<file path="src/rtl/univ_shift_reg.sv">
// -----------------------------------------------------------------------------
// univ_shift_reg
//
// Universal WIDTH-bit shift register with serial ports and a word counter.
// Modes (selected by `mode` when `en` is high):
//   2'b00 hold, 2'b01 shift right, 2'b10 shift left, 2'b11 parallel load.
// Every shift edge advances `shift_cnt`; the WIDTH-th shift wraps the counter
// and raises `word_done` for exactly one cycle, so the block can be used as a
// serializer (load + shift out) or a deserializer (shift in + watch pulse).
//
// Edge priority: clr, then en=0, then mode.
//
// Optional feature macro: USR_ROTATE_EN
//   When defined, `rot`=1 during a shift feeds the bit falling off the far end
//   back in (rotate) instead of the serial input. Counting is unaffected.
//   When undefined, `rot` is ignored.
//
// Parameters
//   WIDTH    register width in bits (2 or more)
//   RST_VAL  value of q after reset and after clr
//
// Ports
//   clk        in   1             clock, rising edge
//   rstn       in   1             asynchronous active-low reset
//   en         in   1             clock enable for mode operations
//   clr        in   1             synchronous clear (ignores en and mode)
//   mode       in   2             operation select
//   sin_r      in   1             serial input entering at MSB on shift right
//   sin_l      in   1             serial input entering at LSB on shift left
//   rot        in   1             rotate request (USR_ROTATE_EN only)
//   d          in   WIDTH         parallel load data
//   q          out  WIDTH         register contents
//   sout_r     out  1             q[0], next bit out on shift right
//   sout_l     out  1             q[WIDTH-1], next bit out on shift left
//   shift_cnt  out  clog2(WIDTH)  shifts since last load, clear or wrap
//   word_done  out  1             one-cycle pulse after the WIDTH-th shift
// -----------------------------------------------------------------------------
module univ_shift_reg #(
  parameter int               WIDTH   = 8,
  parameter logic [WIDTH-1:0] RST_VAL = '0
) (
  input  logic                       clk,
  input  logic                       rstn,
  input  logic                       en,
  input  logic                       clr,
  input  logic [1:0]                 mode,
  input  logic                       sin_r,
  input  logic                       sin_l,
  input  logic                       rot,
  input  logic [WIDTH-1:0]           d,
  output logic [WIDTH-1:0]           q,
  output logic                       sout_r,
  output logic                       sout_l,
  output logic [$clog2(WIDTH)-1:0]   shift_cnt,
  output logic                       word_done
);

  localparam int CNT_W = $clog2(WIDTH);

  localparam logic [1:0] MODE_HOLD  = 2'b00;
  localparam logic [1:0] MODE_SHR   = 2'b01;
  localparam logic [1:0] MODE_SHL   = 2'b10;
  localparam logic [1:0] MODE_LOAD  = 2'b11;

  localparam logic [CNT_W-1:0] CNT_LAST = CNT_W'(WIDTH - 1);

  logic [WIDTH-1:0] q_reg, q_next;
  logic [CNT_W-1:0] cnt_reg, cnt_next;
  logic             done_reg, done_next;

  // Bits entering the register on each shift direction.
  logic msb_in;
  logic lsb_in;

`ifdef USR_ROTATE_EN
  // Rotate re-circulates the bit leaving the opposite end.
  assign msb_in = rot ? q_reg[0]       : sin_r;
  assign lsb_in = rot ? q_reg[WIDTH-1] : sin_l;
`else
  // Rotate support is compiled out; rot is deliberately left unconnected.
  logic unused_rot;
  assign unused_rot = rot;
  assign msb_in     = sin_r;
  assign lsb_in     = sin_l;
`endif

  // Pre-computed shifted images of the register, built bit by bit.
  logic [WIDTH-1:0] shr_val;
  logic [WIDTH-1:0] shl_val;

  genvar gi;
  generate
    for (gi = 0; gi < WIDTH; gi++) begin : g_bits
      if (gi == WIDTH - 1) begin : g_shr_top
        assign shr_val[gi] = msb_in;
      end else begin : g_shr_mid
        assign shr_val[gi] = q_reg[gi+1];
      end

      if (gi == 0) begin : g_shl_bot
        assign shl_val[gi] = lsb_in;
      end else begin : g_shl_mid
        assign shl_val[gi] = q_reg[gi-1];
      end
    end
  endgenerate

  // Counter advance shared by both shift directions so that direction
  // changes mid-word keep counting toward the same word boundary.
  logic             cnt_wrap;
  logic [CNT_W-1:0] cnt_inc;

  assign cnt_wrap = (cnt_reg == CNT_LAST);
  assign cnt_inc  = cnt_wrap ? '0 : cnt_reg + CNT_W'(1);

  always_comb begin
    q_next    = q_reg;
    cnt_next  = cnt_reg;
    done_next = 1'b0;

    if (clr) begin
      // Clear beats everything, including a would-be word-completing shift.
      q_next   = RST_VAL;
      cnt_next = '0;
    end else if (en) begin
      unique case (mode)
        MODE_HOLD: begin
          q_next   = q_reg;
          cnt_next = cnt_reg;
        end
        MODE_SHR: begin
          q_next    = shr_val;
          cnt_next  = cnt_inc;
          done_next = cnt_wrap;
        end
        MODE_SHL: begin
          q_next    = shl_val;
          cnt_next  = cnt_inc;
          done_next = cnt_wrap;
        end
        MODE_LOAD: begin
          // A load starts a fresh word; no pulse even if the count was full.
          q_next   = d;
          cnt_next = '0;
        end
        default: begin
          q_next   = q_reg;
          cnt_next = cnt_reg;
        end
      endcase
    end
  end

  always_ff @(posedge clk or negedge rstn) begin
    if (!rstn) begin
      q_reg    <= RST_VAL;
      cnt_reg  <= '0;
      done_reg <= 1'b0;
    end else begin
      q_reg    <= q_next;
      cnt_reg  <= cnt_next;
      done_reg <= done_next;
    end
  end

  assign q         = q_reg;
  assign shift_cnt = cnt_reg;
  assign word_done = done_reg;

  // Serial outputs show the bit the next shift in each direction will emit.
  assign sout_r = q_reg[0];
  assign sout_l = q_reg[WIDTH-1];

endmodule

</file>
<file path="config.mk">
export PLATFORM = sky130hd
export DESIGN_NAME = univ_shift_reg
export DESIGN_NICKNAME = d
export VERILOG_FILES = /design/src/rtl/univ_shift_reg.sv
export SDC_FILE = /design/constraint.sdc
export NUM_CORES = 1
export LEC_CHECK = 0
export CAP_MARGIN = 20
export CORE_AREA = 2 2 45 47
export DETAILED_ROUTE_END_ITERATION = 16
export DIE_AREA = 0 0 47 49
export PLACE_DENSITY = 0.84
export SLEW_MARGIN = 20
export SYNTH_ARGS = -nofsm -noshare
export SYNTH_HDL_FRONTEND = slang
export SYNTH_SLANG_ARGS = --single-unit
export TNS_END_PERCENT = 1
</file>
<file path="constraint.sdc">
create_clock -name clk -period 2.3 [get_ports clk]
set_clock_uncertainty 0.2 [all_clocks]
set_input_delay 0.345 -clock clk [delete_from_list [all_inputs] [get_ports clk]]
set_output_delay 0.345 -clock clk [all_outputs]
set_load 0.02 [all_outputs]
</file>
==> results of run 1 <==
## synth_stat cells (all sizes together)
master  instances
a21oi           3
a22oi           8
a311oi          8
and4b           1
buf             6
clkbuf          1
dfrtp          12
ha              5
inv             2
nand2          11
nand3           1
nand3b          2
nor2           10
nor2b           1
or2b            1
## stage by stage
stage                     hold slack (ns)  worst slack [ns]
final                               0.214             0.442
after global routing                0.265             0.348
after CTS                           0.227             0.441
after detailed placement            0.346             0.152
after global placement              0.331             0.237
after floorplan                    -0.151             0.803
## area by class of cell
type                            instances  area, um^2
Multi-Input combinational cell         51         372
Fill cell                             171         782
Tap cell                               27        33.8
Timing Repair Buffer                   30         310
Clock buffer                            4        36.3
Sequential cell                        12         300
Inverter                                2        7.51
## cell families (layout without fill, tap and decap cells)
family	Yosys count	count (layout)	share of synthesized area, %
AO/OA/AOI/OAI	19	19	20.7
adder cells (fa/ha/maj)	5	5	8.36
flip-flops	12	12	40.1
AND/OR/NAND/NOR	27	27	20.6
buffers and inverters	9	36	10.2
## where the power goes
group	internal (mW)	switching (mW)	total (mW)
Clock	0.0964	0.0772	0.174
Combinational	0.0752	0.0705	0.146
Sequential	0.223	0.0125	0.236
## worst max-delay path by stage
stage / startpoint / to / slack (ns) / cells past startpoint
4_1_cts: q[2]$_DFFE_PN0P_ / q[2] / 0.44 / 1
2_1_floorplan: shift_cnt[0]$_DFFE_PN0P_ / shift_cnt[1]$_DFFE_PN0P_ / 0.80 / 5
6_report: q[2]$_DFFE_PN0P_ / q[2] / 0.44 / 1
3_5_place_dp: mode[0] / q[6]$_DFFE_PN0P_ / 0.15 / 6
3_3_place_gp: mode[0] / q[0]$_DFFE_PN0P_ / 0.24 / 6
5_1_grt: mode[1] / q[4]$_DFFE_PN0P_ / 0.35 / 4
## routing by layer
metal / track usage (%) / part of all wire, %
met5: 0 / 0
met2: 26.7 / 51
met1: 19.5 / 43
met4: 6.94 / 1.3
met3: 5.56 / 5.2
==> impl_results.html, run 1 <==
<table>
<tr><th>Metric</th><th>Value</th></tr>
<tr><th colspan="2">Synthesis</th></tr>
<tr><td>Average size of a mapped cell</td><td>10.4 um^2</td></tr>
<tr><td>Number of distinct standard cells referenced by the synthesized netlist</td><td>21</td></tr>
<tr><td>Total nets after synthesis</td><td>94</td></tr>
<tr><td>Warnings from Yosys</td><td>0</td></tr>
<tr><td>Library cell with the largest summed area after synthesis</td><td>sky130_fd_sc_hd__dfrtp_1</td></tr>
<tr><td>Post-synthesis sequential area ratio</td><td>40.1%</td></tr>
<tr><td>Most area-consuming cells after synthesis</td><td>sky130_fd_sc_hd__dfrtp_1, sky130_fd_sc_hd__ha_1, sky130_fd_sc_hd__a311oi_1</td></tr>
<tr><td>Synthesis-stage register bit count</td><td>12</td></tr>
<tr><td>Combined area of all synthesized cells</td><td>748 um^2</td></tr>
<tr><td>Top-area cell type share of the netlist area</td><td>40.1%</td></tr>
<tr><td>Instance count of the mapped netlist</td><td>72</td></tr>
<tr><th colspan="2">CTS</th></tr>
<tr><td>H-tree lvl count</td><td>1</td></tr>
<tr><td>Number of gates resized after CTS</td><td>0</td></tr>
<tr><td>Root Buffer Master</td><td>sky130_fd_sc_hd__clkbuf_4</td></tr>
<tr><td>TritonCTS clock tree</td><td>yes</td></tr>
<tr><td>Clk buf depth</td><td>2</td></tr>
<tr><td>Number of clock sinks</td><td>12</td></tr>
<tr><td>Clock slew at the register clock pins of the worst setup and hold paths</td><td>0.08 ns</td></tr>
<tr><td>Number of post-CTS setup repair buffers</td><td>0</td></tr>
<tr><td>CTS Hold Bufs</td><td>0</td></tr>
<tr><td>Number of buffers added by the clock tree synthesis step</td><td>3</td></tr>
<tr><td>Insertion delay to the later sink of the worst-skew pair</td><td>0.28 ns</td></tr>
<tr><th colspan="2">Power and ir drop</th></tr>
<tr><td>P_leak</td><td>0.458 nW</td></tr>
<tr><td>Total power consumption of the routed design</td><td>555 uW</td></tr>
<tr><td>Areal power density over the cells</td><td>524 nW/um^2</td></tr>
<tr><td>Max rail drop VDD</td><td>0.311 mV</td></tr>
<tr><th colspan="2">Placed design</th></tr>
<tr><td>Placed wire-length estimate</td><td>1260 um</td></tr>
<tr><td>Final weighted congestion in routability-driven placement</td><td>0.772</td></tr>
<tr><td>Cells after DPL</td><td>122</td></tr>
<tr><td>Number of port buffers</td><td>29</td></tr>
<tr><td>Post-place instance area</td><td>1020 um^2</td></tr>
<tr><th colspan="2">Floorplanning</th></tr>
<tr><td>FP Rows</td><td>16</td></tr>
<tr><td>Boundary Pins</td><td>31</td></tr>
<tr><td>Die outline area</td><td>2300 um^2</td></tr>
<tr><td>Die outline width</td><td>47 um</td></tr>
<tr><td>Core area</td><td>1840 um^2</td></tr>
<tr><td>Die Y-Extent</td><td>49 um</td></tr>
<tr><td>Starting utilization of the core area</td><td>40.6%</td></tr>
<tr><th colspan="2">STA</th></tr>
<tr><td>Worst slew slack as a fraction of its limit</td><td>63.4%</td></tr>
<tr><td>Fmax</td><td>0.538 GHz</td></tr>
<tr><td>Setup_tns</td><td>0 ns</td></tr>
<tr><td>Setup repair after global routing missed its margin</td><td>no</td></tr>
<tr><td>Clock period minus worst slack</td><td>1.86 ns</td></tr>
<tr><td>Count of endpoints failing setup in the final report</td><td>0</td></tr>
<tr><td>Share of the clock period used by the worst path</td><td>80.8%</td></tr>
<tr><td>Slew Limit Fails</td><td>0</td></tr>
<tr><td>Least-Margin Pin Slew</td><td>0.547 ns</td></tr>
<tr><td>Count of final hold-check violations</td><td>0</td></tr>
<tr><th colspan="2">Worst setup path</th></tr>
<tr><td>Startpoint Class</td><td>flip-flop</td></tr>
<tr><td>Capture instance of the worst register-to-register path</td><td>shift_cnt[1]$_DFFE_PN0P_</td></tr>
<tr><td>Cells traversed along the worst timing path</td><td>clkdlybuf4s50_1</td></tr>
<tr><td>Critical path buffers and inverters</td><td>1</td></tr>
<tr><td>Cell depth of the worst flop-to-flop path</td><td>5</td></tr>
<tr><td>FF-to-FF Start</td><td>shift_cnt[0]$_DFFE_PN0P_</td></tr>
<tr><td>Type of the setup path with the least slack</td><td>reg -&gt; out</td></tr>
<tr><td>Required time at the worst-slack endpoint</td><td>1.75 ns</td></tr>
<tr><td>Crit Path Max Fanout</td><td>4</td></tr>
<tr><td>Delay of the slowest cell on the worst path</td><td>0.62 ns</td></tr>
<tr><td>Top cell family by delay on the critical path</td><td>buffers and inverters</td></tr>
<tr><td>CP endpoint kind</td><td>primary output</td></tr>
<tr><td>Slowest stage cell, crit path</td><td>sky130_fd_sc_hd__clkdlybuf4s50_1</td></tr>
<tr><td>Arrival time at the worst endpoint</td><td>1.31 ns</td></tr>
<tr><td>Reg-to-reg slack, setup</td><td>0.80 ns</td></tr>
<tr><th colspan="2">Finish</th></tr>
<tr><td>Number of cells in the finished layout apart from fillers</td><td>126</td></tr>
<tr><td>Post-layout net count</td><td>122</td></tr>
<tr><td># diodes</td><td>0</td></tr>
<tr><td>Area of all placed cells without fillers</td><td>1060 um^2</td></tr>
<tr><td>Number of flip-flops in the largest register</td><td>8</td></tr>
<tr><td>Most used cells in the layout excluding fill and tap cells</td><td>sky130_fd_sc_hd__clkdlybuf4s50_1, sky130_fd_sc_hd__dfrtp_1, sky130_fd_sc_hd__nand2_1</td></tr>
<tr><td>Util after Layout</td><td>57.5%</td></tr>
<tr><td>Most common cell after layout, fill and taps aside</td><td>sky130_fd_sc_hd__clkdlybuf4s50_1</td></tr>
<tr><td>Area Overhead vs Synth</td><td>41.6%</td></tr>
<tr><td>Fraction of final layout cells sized beyond drive strength 1</td><td>11.1%</td></tr>
<tr><th colspan="2">Run status</th></tr>
<tr><td>Run status</td><td>finished, final reports clean</td></tr>
<tr><th colspan="2">Routing</th></tr>
<tr><td>Ratio of routed vias to standard cells</td><td>5.21</td></tr>
<tr><td>Average wire length per cell after detail routing</td><td>13.3 um</td></tr>
<tr><td>Drt first pass iters</td><td>4</td></tr>
<tr><td>Initial DRC count</td><td>13</td></tr>
<tr><td>Final antenna-violating net count</td><td>0</td></tr>
<tr><td>Count of vias placed by the detailed router</td><td>656</td></tr>
<tr><td>Post-route DRC</td><td>0</td></tr>
<tr><td>Wire length after detailed routing</td><td>1680 um</td></tr>
<tr><th colspan="2">Min path</th></tr>
<tr><td>Worst min-delay path category</td><td>in -&gt; async</td></tr>
<tr><th colspan="2">GRT</th></tr>
<tr><td>Number of antenna violations at the first check in global routing</td><td>0</td></tr>
<tr><td>GR Overflow Total</td><td>0</td></tr>
<tr><td>Wire length of the first global-routing pass</td><td>2790 um</td></tr>
<tr><td>Vias in the first global route</td><td>665</td></tr>
<tr><td>Overall track demand over capacity in global routing</td><td>16.6%</td></tr>
<tr><td>Pin count of the biggest net entering global routing</td><td>20</td></tr>
<tr><th colspan="2">Flow run</th></tr>
<tr><td>Number of violations of the max-capacitance limit</td><td>0</td></tr>
</table>
Note: power is estimated with default switching activity, not from simulation.
==> run 2, diff against run 1 <==
CORE_AREA = 2 2 48 50   (was 2 2 45 47)
DIE_AREA = 0 0 50 52   (was 0 0 47 49)
PLACE_DENSITY = 0.78   (was 0.84)
clock period = 1.7 ns   (was 2.3 ns; I/O delays follow)
==> run 2 against run 1 <==
Register-to-register slack got worse by 0.62 ns. Critical endpoint is now q[5]$_DFFE_PN0P_. Worst setup slack got worse by 0.36 ns. Highest routed layer is now met3. Sequential share of layout area decreased by 1.3 points.
==> impl_results.html, run 2 (same netlist as run 1, synthesis figures left out) <==
<table>
<tr><th>Metric</th><th>Value</th></tr>
<tr><th colspan="2">Floorplanning</th></tr>
<tr><td>Die outline width</td><td>50 um (was 47 um)</td></tr>
<tr><td>Core area</td><td>2110 um^2 (was 1840 um^2)</td></tr>
<tr><td>Die outline area</td><td>2600 um^2 (was 2300 um^2)</td></tr>
<tr><td>FP Rows</td><td>17 (was 16)</td></tr>
<tr><td>Boundary Pins</td><td>31 (unchanged)</td></tr>
<tr><td>Die Y-Extent</td><td>52 um (was 49 um)</td></tr>
<tr><td>Starting utilization of the core area</td><td>35.5% (was 40.6%)</td></tr>
<tr><th colspan="2">Placed design</th></tr>
<tr><td>Cells after DPL</td><td>128 (was 122)</td></tr>
<tr><td>Final weighted congestion in routability-driven placement</td><td>0.824 (was 0.772)</td></tr>
<tr><td>Number of port buffers</td><td>29 (unchanged)</td></tr>
<tr><td>Placed wire-length estimate</td><td>1400 um (was 1260 um)</td></tr>
<tr><th colspan="2">STA</th></tr>
<tr><td>Share of the clock period used by the worst path</td><td>95.1%</td></tr>
<tr><td>Slew Limit Fails</td><td>0 (unchanged)</td></tr>
<tr><td>Fmax</td><td>0.619 GHz</td></tr>
<tr><td>Least-Margin Pin Slew</td><td>0.532 ns (was 0.547 ns)</td></tr>
<tr><td>Final hold slack</td><td>0.122 ns (was 0.214 ns)</td></tr>
<tr><td>Clock period minus worst slack</td><td>1.62 ns</td></tr>
<tr><td>Setup_tns</td><td>0 ns (unchanged)</td></tr>
<tr><td>Count of endpoints failing setup in the final report</td><td>0 (unchanged)</td></tr>
<tr><td>Setup repair after global routing missed its margin</td><td>no (unchanged)</td></tr>
<tr><td>Worst slew slack as a fraction of its limit</td><td>64.4% (was 63.4%)</td></tr>
<tr><td>Count of final hold-check violations</td><td>0 (unchanged)</td></tr>
<tr><th colspan="2">CTS</th></tr>
<tr><td>Clock slew at the register clock pins of the worst setup and hold paths</td><td>0.08 ns (about the same)</td></tr>
<tr><td>TritonCTS clock tree</td><td>yes (unchanged)</td></tr>
<tr><td>Number of buffers added by the clock tree synthesis step</td><td>3 (unchanged)</td></tr>
<tr><td>Root Buffer Master</td><td>sky130_fd_sc_hd__clkbuf_4 (unchanged)</td></tr>
<tr><td>CTS Hold Bufs</td><td>0 (unchanged)</td></tr>
<tr><td>Insertion delay to the later sink of the worst-skew pair</td><td>0.27 ns (was 0.28 ns)</td></tr>
<tr><td>Clk buf depth</td><td>2 (unchanged)</td></tr>
<tr><td>Number of clock sinks</td><td>12 (unchanged)</td></tr>
<tr><td>H-tree lvl count</td><td>1 (unchanged)</td></tr>
<tr><td>Number of post-CTS setup repair buffers</td><td>0 (unchanged)</td></tr>
<tr><th colspan="2">Finish</th></tr>
<tr><td>Number of flip-flops in the largest register</td><td>8 (unchanged)</td></tr>
<tr><td>Number of cells in the finished layout apart from fillers</td><td>132 (was 126)</td></tr>
<tr><td>Most used cells in the layout excluding fill and tap cells</td><td>sky130_fd_sc_hd__clkdlybuf4s50_1, sky130_fd_sc_hd__dlygate4sd2_1, sky130_fd_sc_hd__dfrtp_1 (was sky130_fd_sc_hd__clkdlybuf4s50_1, sky130_fd_sc_hd__dfrtp_1, sky130_fd_sc_hd__nand2_1)</td></tr>
<tr><td>Sequential cell area</td><td>300 um^2 (unchanged)</td></tr>
<tr><td>Fill count</td><td>187 (was 171)</td></tr>
<tr><td>Area Overhead vs Synth</td><td>48.3% (was 41.6%)</td></tr>
<tr><td>Area taken by multi-input logic gates</td><td>397 um^2 (was 372 um^2)</td></tr>
<tr><td># diodes</td><td>0 (unchanged)</td></tr>
<tr><td>Fraction of final layout cells sized beyond drive strength 1</td><td>22.1% (was 11.1%)</td></tr>
<tr><td>Post-layout net count</td><td>127 (was 122)</td></tr>
<tr><td>Most common cell after layout, fill and taps aside</td><td>sky130_fd_sc_hd__clkdlybuf4s50_1 (unchanged)</td></tr>
<tr><th colspan="2">Power and ir drop</th></tr>
<tr><td>Switching power share of the total</td><td>29.5% (was 28.9%)</td></tr>
<tr><td>Areal power density over the cells</td><td>678 nW/um^2 (was 524 nW/um^2)</td></tr>
<tr><td>Clock network fraction of total power</td><td>30.6% (was 31.3%)</td></tr>
<tr><td>Cell internal power dissipation</td><td>530 uW (was 395 uW)</td></tr>
<tr><td>Switching pwr</td><td>222 uW (was 160 uW)</td></tr>
<tr><td>Sequential Power Share</td><td>42.7% (was 42.5%)</td></tr>
<tr><td>Combinational cell fraction of total power</td><td>26.6% (was 26.3%)</td></tr>
<tr><td>Total power consumption of the routed design</td><td>752 uW (was 555 uW)</td></tr>
<tr><td>Max rail drop VDD</td><td>0.319 mV (was 0.311 mV)</td></tr>
<tr><td>P_leak</td><td>0.550 nW (was 0.458 nW)</td></tr>
<tr><th colspan="2">Worst setup path</th></tr>
<tr><td>Type of the setup path with the least slack</td><td>in -&gt; reg (was reg -&gt; out)</td></tr>
<tr><td>Arrival time at the worst endpoint</td><td>1.60 ns (was 1.31 ns)</td></tr>
<tr><td>CP endpoint kind</td><td>flip-flop (was primary output)</td></tr>
<tr><td>Reg-to-reg slack, setup</td><td>0.18 ns (was 0.80 ns)</td></tr>
<tr><td>Startpoint Class</td><td>primary input (was flip-flop)</td></tr>
<tr><td>Required time at the worst-slack endpoint</td><td>1.68 ns (was 1.75 ns)</td></tr>
<tr><td>Crit Path Max Fanout</td><td>8 (was 4)</td></tr>
<tr><th colspan="2">GRT</th></tr>
<tr><td>Wire length of the first global-routing pass</td><td>2940 um (was 2790 um)</td></tr>
<tr><td>Vias in the first global route</td><td>678 (was 665)</td></tr>
<tr><td>Number of antenna violations at the first check in global routing</td><td>0 (unchanged)</td></tr>
<tr><td>Overall track demand over capacity in global routing</td><td>15.1% (was 16.6%)</td></tr>
<tr><td>Pin count of the biggest net entering global routing</td><td>16 (was 20)</td></tr>
<tr><td>GR Overflow Total</td><td>0 (unchanged)</td></tr>
<tr><th colspan="2">Routing</th></tr>
<tr><td>Ratio of routed vias to standard cells</td><td>5.17 (was 5.21)</td></tr>
<tr><td>Count of vias placed by the detailed router</td><td>683 (was 656)</td></tr>
<tr><td>Final antenna-violating net count</td><td>0 (unchanged)</td></tr>
<tr><td>Initial DRC count</td><td>19 (was 13)</td></tr>
<tr><td>Wire length after detailed routing</td><td>1930 um (was 1680 um)</td></tr>
<tr><td>Average wire length per cell after detail routing</td><td>14.6 um (was 13.3 um)</td></tr>
<tr><td>Drt first pass iters</td><td>4 (unchanged)</td></tr>
<tr><td>Post-route DRC</td><td>0 (unchanged)</td></tr>
<tr><th colspan="2">Min path</th></tr>
<tr><td>Worst min-delay path category</td><td>in -&gt; async (unchanged)</td></tr>
<tr><th colspan="2">Flow run</th></tr>
<tr><td>Number of violations of the max-capacitance limit</td><td>0 (unchanged)</td></tr>
<tr><th colspan="2">Run status</th></tr>
<tr><td>Run status</td><td>finished, final reports clean (unchanged)</td></tr>
</table>
run 2: cell count changes in the layout (fill, tap and decap cells not counted):
| cell | previous run | this run |
|---|---|---|
| sky130_fd_sc_hd__a311oi_2 | 1 | 3 |
| sky130_fd_sc_hd__dlygate4sd2_1 | 0 | 13 |
| sky130_fd_sc_hd__nand2_2 | 0 | 2 |
| sky130_fd_sc_hd__dlymetal6s2s_1 | 0 | 1 |
| sky130_fd_sc_hd__ha_2 | 0 | 3 |
| sky130_fd_sc_hd__clkdlybuf4s50_1 | 29 | 15 |
| sky130_fd_sc_hd__buf_4 | 0 | 5 |
| sky130_fd_sc_hd__ha_1 | 5 | 2 |
| sky130_fd_sc_hd__a311oi_1 | 7 | 5 |
| sky130_fd_sc_hd__nand2_1 | 11 | 9 |
run 2: area by class of cell:
cell class	count	share of cell area (%)
Timing Repair Buffer	35	30.1
Sequential cell	12	27.1
Inverter	2	0.676
Clock buffer	4	3.27
Tap cell	28	3.16
Multi-Input combinational cell	51	35.7
run 2: routing by layer:
layer | track usage [%] | share of wire [%]
met5 | 0 | 0
met4 | 8.80 | 0
met3 | 1.72 | 3.3
met2 | 25.9 | 54
met1 | 18.2 | 42
run 2: path summary, 6_finish.rpt:
kind	start	end	depth (start not counted)
setup reg to reg	shift_cnt[0]$_DFFE_PN0P_	shift_cnt[1]$_DFFE_PN0P_	5
hold / removal	rstn	q[6]$_DFFE_PN0P_	1
min in group clk	sin_r	q[7]$_DFFE_PN0P_	3
max in group asynchronous	rstn	shift_cnt[1]$_DFFE_PN0P_	1
setup / recovery	mode[0]	q[5]$_DFFE_PN0P_	6
hold reg to reg	shift_cnt[1]$_DFFE_PN0P_	shift_cnt[1]$_DFFE_PN0P_	2
run 2: timing repair:
item / 4_1_cts / 5_1_grt
pin swaps: 0 / 3
gates resized for setup: 13 / 8
endpoints found under the setup margin: 13 / 11
run 2: power groups by stage:
stage	Combinational (mW)	Clock, mW	Sequential (mW)
2_1_floorplan	0.0916	0	0.343
3_3_place_gp	0.203	0	0.325
3_5_place_dp	0.207	0	0.326
4_1_cts	0.193	0.236	0.320
5_1_grt	0.216	0.250	0.323
6_report	0.200	0.230	0.321
run 2: worst max-delay path: stages:
cell,delay (ns)
sky130_fd_sc_hd__clkdlybuf4s50_1,0.49
sky130_fd_sc_hd__inv_1,0.07
sky130_fd_sc_hd__ha_2,0.20
sky130_fd_sc_hd__nor2_4,0.23
sky130_fd_sc_hd__nand2_2,0.09
sky130_fd_sc_hd__a311oi_2,0.27
run 2: per-stage QoR:
step	utilization, %	cell area [um^2]	worst slack (ns)
after floorplan	-	748	0.203
after global placement	50.4	1060	-0.228
after detailed placement	50.4	1060	-0.271
after CTS	51.4	1080	0.00825
after global routing	52.7	1110	0.000788
final	52.7	1110	0.0834
==> run 3, diff against run 2 <==
CORE_AREA = 2 2 44 56   (was 2 2 48 50)
DIE_AREA = 0 0 46 58   (was 0 0 50 52)
PLACE_DENSITY = 0.76   (was 0.78)
==> run 3 against run 2 <==
Sequential power barely moved. Maximum frequency fell by 2.2%. Sequential share of layout area barely moved. Worst hold slack improved by 0.00092 ns.
==> impl_results.html, run 3 (same netlist as run 1, synthesis figures left out) <==
<table>
<tr><th>Metric</th><th>Value</th></tr>
<tr><th colspan="2">Run status</th></tr>
<tr><td>Run status</td><td>finished, final reports clean (unchanged)</td></tr>
<tr><th colspan="2">CTS</th></tr>
<tr><td>Clk buf depth</td><td>2 (unchanged)</td></tr>
<tr><td>Clock slew at the register clock pins of the worst setup and hold paths</td><td>0.08 ns (about the same)</td></tr>
<tr><td>Insertion delay to the later sink of the worst-skew pair</td><td>0.29 ns (was 0.27 ns)</td></tr>
<tr><td>Number of clock sinks</td><td>12 (unchanged)</td></tr>
<tr><td>Root Buffer Master</td><td>sky130_fd_sc_hd__clkbuf_4 (unchanged)</td></tr>
<tr><td>H-tree lvl count</td><td>1 (unchanged)</td></tr>
<tr><td>TritonCTS clock tree</td><td>yes (unchanged)</td></tr>
<tr><td>Number of buffers added by the clock tree synthesis step</td><td>3 (unchanged)</td></tr>
<tr><td>CTS Hold Bufs</td><td>0 (unchanged)</td></tr>
<tr><th colspan="2">Min path</th></tr>
<tr><td>Worst min-delay path category</td><td>in -&gt; async (unchanged)</td></tr>
<tr><th colspan="2">STA</th></tr>
<tr><td>Final hold slack</td><td>0.123 ns (was 0.122 ns)</td></tr>
<tr><td>Slew Limit Fails</td><td>0 (unchanged)</td></tr>
<tr><td>Setup_tns</td><td>0 ns (unchanged)</td></tr>
<tr><td>Clock period minus worst slack</td><td>1.65 ns (was 1.62 ns)</td></tr>
<tr><td>Setup WS post-layout</td><td>0.0473 ns (was 0.0834 ns)</td></tr>
<tr><td>Worst slew slack as a fraction of its limit</td><td>62.5% (was 64.4%)</td></tr>
<tr><td>Least-Margin Pin Slew</td><td>0.561 ns (was 0.532 ns)</td></tr>
<tr><td>Setup repair after global routing missed its margin</td><td>yes (was no)</td></tr>
<tr><td>Share of the clock period used by the worst path</td><td>97.2% (was 95.1%)</td></tr>
<tr><td>Count of final hold-check violations</td><td>0 (unchanged)</td></tr>
<tr><td>Count of endpoints failing setup in the final report</td><td>0 (unchanged)</td></tr>
<tr><td>Fmax</td><td>0.605 GHz (was 0.619 GHz)</td></tr>
<tr><th colspan="2">Floorplanning</th></tr>
<tr><td>Core area</td><td>2140 um^2 (was 2110 um^2)</td></tr>
<tr><td>Boundary Pins</td><td>31 (unchanged)</td></tr>
<tr><td>Starting utilization of the core area</td><td>35.0% (was 35.5%)</td></tr>
<tr><td>FP Rows</td><td>19 (was 17)</td></tr>
<tr><td>Die outline width</td><td>46 um (was 50 um)</td></tr>
<tr><td>Die outline area</td><td>2670 um^2 (was 2600 um^2)</td></tr>
<tr><td>Die Y-Extent</td><td>58 um (was 52 um)</td></tr>
<tr><th colspan="2">Worst setup path</th></tr>
<tr><td>Delay of the slowest cell on the worst path</td><td>0.50 ns (was 0.49 ns)</td></tr>
<tr><td>FF-to-FF Start</td><td>shift_cnt[0]$_DFFE_PN0P_ (unchanged)</td></tr>
<tr><td>Slowest stage cell, crit path</td><td>sky130_fd_sc_hd__clkdlybuf4s50_1 (unchanged)</td></tr>
<tr><td>Top cell family by delay on the critical path</td><td>buffers and inverters (unchanged)</td></tr>
<tr><td>Required time at the worst-slack endpoint</td><td>1.69 ns (was 1.68 ns)</td></tr>
<tr><td>Type of the setup path with the least slack</td><td>in -&gt; reg (unchanged)</td></tr>
<tr><td>Startpoint Class</td><td>primary input (unchanged)</td></tr>
<tr><td>Crit Path Max Fanout</td><td>17 (was 8)</td></tr>
<tr><td>Cells traversed along the worst timing path</td><td>clkdlybuf4s50_1 -&gt; inv_1 -&gt; ha_2 -&gt; nor2b_4 -&gt; buf_12 -&gt; nor2_1 -&gt; a311oi_1 (was clkdlybuf4s50_1 -&gt; inv_1 -&gt; ha_2 -&gt; nor2_4 -&gt; nand2_2 -&gt; a311oi_2)</td></tr>
<tr><td>CP endpoint kind</td><td>flip-flop (unchanged)</td></tr>
<tr><td>Origin of the worst setup path</td><td>mode[0] (unchanged)</td></tr>
<tr><td>Arrival time at the worst endpoint</td><td>1.64 ns (was 1.60 ns)</td></tr>
<tr><td>Critical path buffers and inverters</td><td>3 (was 2)</td></tr>
<tr><th colspan="2">Routing</th></tr>
<tr><td>Wire length after detailed routing</td><td>1900 um (was 1930 um)</td></tr>
<tr><td>Drt first pass iters</td><td>4 (unchanged)</td></tr>
<tr><td>Ratio of routed vias to standard cells</td><td>5.52 (was 5.17)</td></tr>
<tr><td>Average wire length per cell after detail routing</td><td>15.2 um (was 14.6 um)</td></tr>
<tr><td>Final antenna-violating net count</td><td>0 (unchanged)</td></tr>
<tr><td>Initial DRC count</td><td>22 (was 19)</td></tr>
<tr><td>Post-route DRC</td><td>0 (unchanged)</td></tr>
<tr><td>Count of vias placed by the detailed router</td><td>690 (was 683)</td></tr>
<tr><th colspan="2">Finish</th></tr>
<tr><td>Post-layout net count</td><td>127 (unchanged)</td></tr>
<tr><td>Util after Layout</td><td>51.8% (was 52.7%)</td></tr>
<tr><td>Most common cell after layout, fill and taps aside</td><td>sky130_fd_sc_hd__clkdlybuf4s50_1 (unchanged)</td></tr>
<tr><td>Most used cells in the layout excluding fill and tap cells</td><td>sky130_fd_sc_hd__clkdlybuf4s50_1, sky130_fd_sc_hd__dlygate4sd2_1, sky130_fd_sc_hd__dfrtp_1 (unchanged)</td></tr>
<tr><td>Area Overhead vs Synth</td><td>48.2% (was 48.3%)</td></tr>
<tr><td>Fill count</td><td>204 (was 187)</td></tr>
<tr><td>Number of cells in the finished layout apart from fillers</td><td>125 (was 132)</td></tr>
<tr><td># diodes</td><td>0 (unchanged)</td></tr>
<tr><td>Area of all placed cells without fillers</td><td>1110 um^2 (about the same)</td></tr>
<tr><td>Fraction of final layout cells sized beyond drive strength 1</td><td>22.1% (unchanged)</td></tr>
<tr><td>Number of flip-flops in the largest register</td><td>8 (unchanged)</td></tr>
<tr><th colspan="2">Placed design</th></tr>
<tr><td>Final weighted congestion in routability-driven placement</td><td>0.785 (was 0.824)</td></tr>
<tr><td>Placed wire-length estimate</td><td>1310 um (was 1400 um)</td></tr>
<tr><td>Cells after DPL</td><td>121 (was 128)</td></tr>
<tr><td>Post-place instance area</td><td>1050 um^2 (was 1060 um^2)</td></tr>
<tr><td>Number of port buffers</td><td>29 (unchanged)</td></tr>
<tr><td>Setup WS pre-CTS</td><td>-0.313 ns (was -0.271 ns)</td></tr>
<tr><th colspan="2">GRT</th></tr>
<tr><td>GR Overflow Total</td><td>0 (unchanged)</td></tr>
<tr><td>Number of antenna violations at the first check in global routing</td><td>0 (unchanged)</td></tr>
<tr><td>Wire length of the first global-routing pass</td><td>2970 um (was 2940 um)</td></tr>
<tr><td>Pin count of the biggest net entering global routing</td><td>18 (was 16)</td></tr>
<tr><td>Vias in the first global route</td><td>689 (was 678)</td></tr>
<tr><td>Overall track demand over capacity in global routing</td><td>15.1% (about the same)</td></tr>
<tr><th colspan="2">Flow run</th></tr>
<tr><td>Number of violations of the max-capacitance limit</td><td>0 (unchanged)</td></tr>
<tr><th colspan="2">Power and ir drop</th></tr>
<tr><td>Total power consumption of the routed design</td><td>768 uW (was 752 uW)</td></tr>
<tr><td>Switching power share of the total</td><td>30.7% (was 29.5%)</td></tr>
<tr><td>P_leak</td><td>0.550 nW (about the same)</td></tr>
<tr><td>Combinational cell fraction of total power</td><td>26.7% (was 26.6%)</td></tr>
<tr><td>Sequential Power Share</td><td>41.5% (was 42.7%)</td></tr>
<tr><td>Max rail drop VDD</td><td>0.335 mV (was 0.319 mV)</td></tr>
<tr><td>Cell internal power dissipation</td><td>532 uW (was 530 uW)</td></tr>
<tr><td>Switching pwr</td><td>236 uW (was 222 uW)</td></tr>
<tr><td>Areal power density over the cells</td><td>692 nW/um^2 (was 678 nW/um^2)</td></tr>
<tr><td>Clock network fraction of total power</td><td>31.8% (was 30.6%)</td></tr>
</table>
==> run 3: cell types whose count changed in the layout (fill, tap and decap cells not counted) <==
cell,before,now
sky130_fd_sc_hd__a311oi_1,5,3
sky130_fd_sc_hd__a311oi_2,3,5
sky130_fd_sc_hd__nand2_2,2,0
sky130_fd_sc_hd__nand2_1,9,11
==> run 3: power groups by stage <==
stage | registers, mW | clock network (mW) | logic [mW]
CTS | 0.318 | 0.248 | 0.195
global placement | 0.325 | 0 | 0.202
floorplan | 0.343 | 0 | 0.0916
detailed placement | 0.325 | 0 | 0.208
global route | 0.321 | 0.257 | 0.222
finish | 0.319 | 0.244 | 0.205
==> run 3: cell type report <==
class	instances	area (um^2)	area share, %
Clock buffer	4	36.3	3.27
Inverter	2	7.51	0.677
Multi-Input combinational cell	51	404	36.5
Sequential cell	12	300	27.1
Tap cell	21	26.3	2.37
Timing Repair Buffer	35	334	30.1
==> run 3: worst register-to-register path, delay by kind of cell, from the launching register on <==
family | cells | cell delay [ns]
compound gates | 1 | 0.16
simple gates | 2 | 0.26
flops | 1 | 0.41
fa+ha+maj | 2 | 0.41
==> run 3: repair_timing <==
action,4_1_cts,5_1_grt
buffers inserted,0,0
endpoints found under the setup margin,16,9
resized for setup,14,7
pin swaps,0,4
==> run 3: worst paths after layout <==
check	end	slack (ns)	cells after the start
max	q[1]$_DFFE_PN0P_	0.05	7
min	word_done$_DFF_PN0_	0.12	1
max reg2reg	shift_cnt[1]$_DFFE_PN0P_	0.18	5
min reg2reg	shift_cnt[1]$_DFFE_PN0P_	0.36	2
max in group asynchronous	q[4]$_DFFE_PN0P_	0.81	1
min in group clk	shift_cnt[1]$_DFFE_PN0P_	0.36	2
==> run 3: per-layer routing <==
layer | up-vias | track usage (%) | wire length (um)
met5 | - | 0 | 0
li1 | 325 | - | -
met3 | 2 | 2.18 | 69
met2 | 25 | 24.6 | 1030
met1 | 338 | 18.8 | 766
met4 | 0 | 7.35 | 29
